### config.mk
export PLATFORM = sky130hd
export DESIGN_NAME = clocked_demux_rx
export DESIGN_NICKNAME = d
export VERILOG_FILES = /design/src/rtl/clocked_demux_rx.sv
export SDC_FILE = /design/constraint.sdc
export NUM_CORES = 1
export LEC_CHECK = 0
export BUFFER_PORTS_ARGS = -buffer_cell sky130_fd_sc_hd__buf_2
export CAP_MARGIN = 20
export CORE_MARGIN = 3
export CORE_UTILIZATION = 49
export DETAILED_ROUTE_END_ITERATION = 8
export HOLD_SLACK_MARGIN = 0.15
export PLACE_DENSITY = 0.73
export SYNTH_ARGS = -nofsm -noshare
export SYNTH_HDL_FRONTEND = slang
export SYNTH_SLANG_ARGS = --single-unit
### constraint.sdc
create_clock -name i_clk -period 1.8 [get_ports i_clk]
set_clock_uncertainty 0.2 [all_clocks]
set_input_delay 0.27 -clock i_clk [delete_from_list [all_inputs] [get_ports i_clk]]
set_output_delay 0.27 -clock i_clk [all_outputs]
set_load 0.02 [all_outputs]
### src/rtl/clocked_demux_rx.sv
// Receive side of a 2:1 bit-interleaved link: rebuilds ch0/ch1 words from a serial
// stream framed by sync and presents each completed pair through a valid/ready holding stage.
module clocked_demux_rx #(
    parameter int WIDTH = 8
) (
    input  logic             i_clk,
    input  logic             i_reset,
    input  logic             i_d_in,
    input  logic             i_in_valid,
    input  logic             i_sync,
    output logic [WIDTH-1:0] o_d_out0,
    output logic [WIDTH-1:0] o_d_out1,
    output logic             o_out_valid,
    input  logic             i_out_ready,
    output logic             o_overrun,
    output logic             o_sync_err
);
    // state | meaning
    // HUNT  | no frame alignment yet; bits are dropped until a consumed bit carries sync
    // RECV  | aligned; r_cnt is the frame index of the next consumed bit
    localparam logic HUNT = 1'b0;
    localparam logic RECV = 1'b1;

    localparam int              CW       = $clog2(2 * WIDTH);
    localparam logic [CW-1:0]   CNT_LAST = CW'(2 * WIDTH - 1);

    logic             r_state;
    logic [CW-1:0]    r_cnt;
    logic [WIDTH-1:0] r_sh0;
    logic [WIDTH-1:0] r_sh1;
    logic [WIDTH-1:0] r_d_out0;
    logic [WIDTH-1:0] r_d_out1;
    logic             r_out_valid;
    logic             r_overrun;
    logic             r_sync_err;

    logic             w_restart;
    logic             w_accept;
    logic             w_mid_sync;
    logic [CW-1:0]    w_idx;
    logic             w_done;

    // A sync bit always restarts the frame at index 0, whether hunting or realigning.
    always_comb begin
        w_accept   = i_in_valid && (r_state == RECV || i_sync);
        w_restart  = i_in_valid && i_sync;
        w_mid_sync = i_in_valid && i_sync && (r_state == RECV) && (r_cnt != '0);
        w_idx      = w_restart ? '0 : r_cnt;
        w_done     = w_accept && (w_idx == CNT_LAST);
    end

    always_ff @(posedge i_clk) begin
        if (!i_reset) begin
            r_state     <= HUNT;
            r_cnt       <= '0;
            r_sh0       <= '0;
            r_sh1       <= '0;
            r_d_out0    <= '0;
            r_d_out1    <= '0;
            r_out_valid <= 1'b0;
            r_overrun   <= 1'b0;
            r_sync_err  <= 1'b0;
        end else begin
            r_sync_err <= w_mid_sync;

            if (w_accept) begin
                r_state <= RECV;
                r_cnt   <= (w_idx == CNT_LAST) ? '0 : w_idx + 1'b1;
                if (w_idx[0] == 1'b0) begin
                    r_sh0 <= {r_sh0[WIDTH-2:0], i_d_in};
                end else begin
                    r_sh1 <= {r_sh1[WIDTH-2:0], i_d_in};
                end
            end

            // Last frame bit is always a ch1 bit, so ch1 is taken straight from the shift input.
            if (w_done) begin
                r_d_out0    <= r_sh0;
                r_d_out1    <= {r_sh1[WIDTH-2:0], i_d_in};
                r_out_valid <= 1'b1;
                if (r_out_valid && !i_out_ready) begin
                    r_overrun <= 1'b1;
                end
            end else if (r_out_valid && i_out_ready) begin
                r_out_valid <= 1'b0;
            end
        end
    end

    assign o_d_out0    = r_d_out0;
    assign o_d_out1    = r_d_out1;
    assign o_out_valid = r_out_valid;
    assign o_overrun   = r_overrun;
    assign o_sync_err  = r_sync_err;

endmodule

# Yosys cells after proc, flatten, opt, wreduce, memory -nomap -nowiden
# Cells that the tools add are included.
# op_classes
mux	4
add_sub_neg	1
n_eq_ne	1
n_reduce_logical	14
bitwise	1
# ops
op	count
$mux W4	2
$logic_and A1 B1 Y1	7
$reduce_and A2 Y1	3
$add A4 B1 Y4 const B	1
$eq A4 B4 Y1 const B	1
$reduce_bool A4 Y1	1
$mux W1	2
$reduce_bool A2 Y1	1
$logic_not A1 Y1	1
$logic_or A1 B1 Y1	1
$not A1 Y1	1
# totals
register_bits	39
word_cells	30
in_bits	6

# Logic depth before layout (Yosys ltp)
# depth
depth_word	5
ltp_mapped	9
ltp_nobuf	6

# Worst setup path before layout
# OpenSTA, ideal clock, no wires.
# synth_path
path_type	in2reg
startpoint	input port i_sync
endpoint	register r_d_out0[4], in the netlist o_d_out0[4]
slack_ps	-180
cell_stages	9
setup_ps	116
t_required_ps	1484
arrival_ps	1664
cell_sequence	buf_2 a21boi_0 ha_1 nand3_1 or3_1 buf_2 buf_6 nand2_1 a21boi_1
# synth_between
elab_chain_cells	4
# synth_rtl
element	line_no	rtl
start, declared	10	input logic i_sync,
$logic_and A1 B1 Y1	46	w_restart = i_in_valid && i_sync;
$mux W4	48	w_idx = w_restart ? '0 : r_cnt;
$eq A4 B4 Y1	49	w_done = w_accept && (w_idx == CNT_LAST);
$logic_and A1 B1 Y1 *	49	
end signal, assigned	78	r_d_out0 <= r_sh0;
end, declared	31	logic [WIDTH-1:0] r_d_out0;
# Mark *: on every way between the ends. The rest lies on a longest branch, timed or not.
# A chain may end at the register's enable or synchronous reset.

# Final worst setup path
# layout_path
startpoint	register r_cnt[0]
endpoint	register r_d_out1[5], in the netlist o_d_out1[5]
# layout_between
elab_chain_cells	3
# layout_rtl
element	line_no	rtl
start, declared	28	logic [CW-1:0] r_cnt;
start signal, assigned	68	r_cnt <= (w_idx == CNT_LAST) ? '0 : w_idx + 1'b1;
$mux W4	48	
$eq A4 B4 Y1	49	
$logic_and A1 B1 Y1	49	
end signal, assigned	79	r_d_out1 <= {r_sh1[WIDTH-2:0], i_d_in};
end, declared	32	logic [WIDTH-1:0] r_d_out1;
# Every way passes these cells.

==> run summary <==
The flow ran to the end, and the final reports show no timing, DRC or antenna violations. The pin count of the biggest net entering global routing is 20. Setup violations remaining at the end of the flow were counted as 0.

The die is about 62 µm tall. The clock latency of the later-clocked register in the worst-skew pair came out at between 0.3 and 0.4 ns. The slowest stage of the critical path is the or3_4 cell.

The total internal power is between 1 and 1.5 mW. The cell depth of the worst hold path is 4. The startpoint-to-endpoint class of the critical path is reg2reg.

The type of element launching the critical path is a flop. The clock tree synthesis step divided the H-tree into 2 levels. Of the total power, the share spent switching nets is 0.210.

The type of destination of the critical path is a flop. The library cell occupying the most area in the post-synthesis netlist is dfxtp_1. The core footprint came out at roughly 2900 µm². The last weighted congestion value of the routability-driven placer came out at roughly 0.8. Among all flip-flop cells after synthesis, the most frequent one is dfxtp_1. The sum of met2 wire segment lengths after detailed routing came out at about 1500 µm. The clock passes through at most 2 buffers.

The number of antenna violations at the first check in global routing is 0. TritonCTS built the clock tree. Summed over all layers, the routed wires come to about 3100 µm.

The startpoint of the most critical register-to-register path is r_cnt[0]. The detailed-routing wirelength on met1 is roughly 1400 µm. The type of the worst min-delay path is in2reg.

CTS placed an instance of clkbuf_4 at the clock tree root. The repair_antennas step left the layout with diodes totalling 0. The number of nets in the finished design came out at around 220.

In this run the most critical hold path is launched from i_sync. The portion of the clock cycle consumed by the worst path in the final layout is 0.990. The met3 wire length came out at 143 µm. The total power density per cell area came out at between 800 and 900 nW/µm². The signal on the critical path passes through a21boi_2 -> ha_2 -> nand3_2 -> or3_4 -> buf_6 -> nand2_1 -> a21boi_1. For hold timing, the worst endpoint is o_sync_err.

The number of global-route vias before repair is around 1200. The die footprint came out at ~3900 µm². After synthesis, the cell types taking the most area are dfxtp_1 (50%), nand2_1 (12%), a21boi_0 (6.2%).

The proportion of netlist area held by the largest area contributor is 0.500. The share of power burned in the clock network came out at 0.386. The worst-case headroom to the max-slew limit came out at 0.757.

The synthesized instance count is around 170. The detailed-route vias per instance came out at 5.03. The slew of the pin with the lowest slew margin came out at roughly 0.36 ns. The data required time at the worst endpoint came out at about 1.8 ns.

The worst register-to-register path ends at o_d_out1[5]. In this run, the number of DRC markers left after iteration 0 of detailed routing was 36. The register clock-pin slew on the reported worst setup and hold paths is between 0.1 and 0.15 ns. The count of nets left with antenna violations after detail routing came out at 0. The count of input and output buffers came out at 24.

During I/O placement, the number of pins put on the boundary was 25. Setup repair after global routing could not meet its margin everywhere. For this run, the total global-route usage over all layers was measured as 0.173. The leakage component of the power is 0.796 nW. The largest vdd supply drop is 0.000565 V. The signal arrival time at the worst endpoint is between 1.5 and 2 ns. The length of the first detailed-routing pass in iterations is 5. The wire length of the first global-routing pass is between 5000 and 6000 µm. For this run, asynchronously set or reset flops after synthesis account for 0. After filler insertion, the fill cell instance count of the layout stands at 262. The TritonCTS buffer count came out at 5.

The chip width came out at roughly 62 µm. The number of nets produced by synthesis came out at between 150 and 200. The total grt overflow came out at 0. The number of distinct library cells after synthesis is 28.

The share of the yosys chip area belonging to registers is 0.500. The clock sink count came out at 39. The final instance area came out at roughly 2000 µm². Max-cap violations in this run came to 0.

The average instance in the mapped netlist occupies 9.09 µm². Compared with the post-synthesis result, the final layout area differs by 25.0%. Routed signal wires occupy layers up through met4. The proportion of power drawn by flip-flops and latches is 0.556. The final count of pins violating max slew is 0.

The count of flip-flops with a built-in enable after synthesis is 0. The net switching power of the design is around 330 µW. The total number of vias is ~1300. Of all nets on the critical path, the largest fanout is 7. The worst reg2reg path depth came out at 7. The detailed placer's ending HPWL came out at 2160 µm. The post-synthesis cell area came out at 1560 µm². The portion of total power attributed to combinational logic is 0.058.

The critical path starts at r_cnt[0]. The cell area reported after detailed placement came out at 1790 µm². The routed length per instance is about 12 µm. The share of post-route cells with drive strength above 1 came out at 0.297.

In the routed design, unresolved DRC markers number 0. The post-route minimum period came out at roughly 1.8 ns. For this configuration, the core starts out at a cell density of 0.539. The worst hold slack came out at between 0.15 and 0.2 ns. Based on the critical path, the design can be clocked at up to about 0.56 GHz. During synthesis, Yosys emitted a total of 0 warnings. The setup slack of the worst register-to-register path came out at 0.02 ns. The total count of hold-check failures in the final report came to 0. In this design, the stage delay of the slowest critical-path cell is roughly 0.43 ns. The library cell with the highest instance count after synthesis is nand2_1. After floorplanning, the core was divided into 19 placement rows. The number of register bits inferred by synthesis came out at 39. After synthesis, the most frequently instantiated cells are nand2_1 (49), dfxtp_1 (39), nor2b_1 (14), a21boi_0 (13), a21boi_1 (13).
[placed cells by master, fill, tap and decap left out, types with 3 or more instances in the layout]
cell,Yosys,layout
mux2i_1,9,9
nor2b_1,14,14
a21oi_1,3,3
nand2_2,1,8
dfxtp_1,39,37
buf_2,3,24
dlygate4sd3_1,0,3
buf_6,1,3
a21boi_0,13,5
o21ai_0,3,3
a21boi_2,0,3
nor2_1,3,3
nand2_1,49,42
clkbuf_4,0,5
buf_4,2,8
a21boi_1,13,18
[how the worst max path moves through the flow]
stage	end	depth (start not counted)
after detailed placement	o_d_out0[3]	8
after global routing	o_d_out0[4]	8
after CTS	o_d_out0[3]	7
after floorplan	o_d_out0[4]	9
final	o_d_out1[5]	7
after global placement	o_d_out0[0]	8
[what timing repair did]
action / 4_1_cts / 5_1_grt
gates resized for setup: 1 / 19
buffers inserted: 0 / 0
hold buffers: 3 / 0
pin swaps: 1 / 7
gates cloned: 0 / 1
endpoints found under the hold margin: 19 / 0
setup endpoints to repair: 4 / 16
[critical path: cells and delay by family, from the launching register on]
| family | cells | cell delay, ns |
|---|---|---|
| DFF | 1 | 0.34 |
| AOI/OAI and AO/OA | 2 | 0.22 |
| buffers and inverters | 1 | 0.15 |
| adders and majority gates | 1 | 0.20 |
| and+or+nand+nor | 3 | 0.58 |
[cell families (layout without fill, tap and decap cells)]
group,Yosys count,in the layout,share of synthesized area
DFF,39,39,0.500
xor gates and xnor gates,1,1,0.00561
adders and majority gates,1,1,0.00801
buffers and inverters,11,48,0.0384
muxes,9,9,0.0576
AOI/OAI and AO/OA,35,35,0.164
and+or+nand+nor,76,76,0.227
[registers in the layout, summed over array words and instances, names as in the netlist]
name / flops
o_overrun: 1
r_sh1: 7
r_state: 1
o_out_valid: 1
o_d_out0: 8
r_cnt: 4
r_sh0: 8
o_sync_err: 1
o_d_out1: 8
[power by group through the flow]
| stage | sequential, mW | combinational, mW | clock (mW) |
|---|---|---|---|
| 5_1_grt | 0.877 | 0.100 | 0.660 |
| 4_1_cts | 0.875 | 0.0914 | 0.623 |
| 3_3_place_gp | 0.894 | 0.0844 | 0 |
| 6_report | 0.875 | 0.0920 | 0.607 |
| 3_5_place_dp | 0.895 | 0.0862 | 0 |
| 2_1_floorplan | 0.895 | 0.0641 | 0 |
[area by class of cell]
cell class / instances / area [µm²] / share of cell area
timing repair buffer: 39 / 264 / 0.135
inverter: 1 / 3.75 / 0.00192
multi-input combinational: 122 / 763 / 0.391
clock inverter: 2 / 35.0 / 0.0179
sequential: 39 / 783 / 0.401
clock buffer: 6 / 51.3 / 0.0263
tap: 42 / 52.6 / 0.0269
[metal layers]
layer	GRT usage	vias up
met5	0	-
met4	0.0634	0
met3	0.0594	6
met2	0.281	29
met1	0.212	585
li1	-	643
[through the flow]
step                worst slack (ns)   util  TNS (ns)  total power [mW]  cells
floorplan                    -0.0776      -    -0.776             0.960    172
detailed placement           -0.0649  0.617    -0.681             0.981    239
global placement             -0.0106  0.617   -0.0403             0.979    239
finish                        0.0173  0.673         0              1.57    251
global route                 -0.0723  0.673    -0.548              1.64    251
CTS                         -0.00576  0.658  -0.00895              1.59    250
Note: power is estimated with default switching activity, not from simulation.
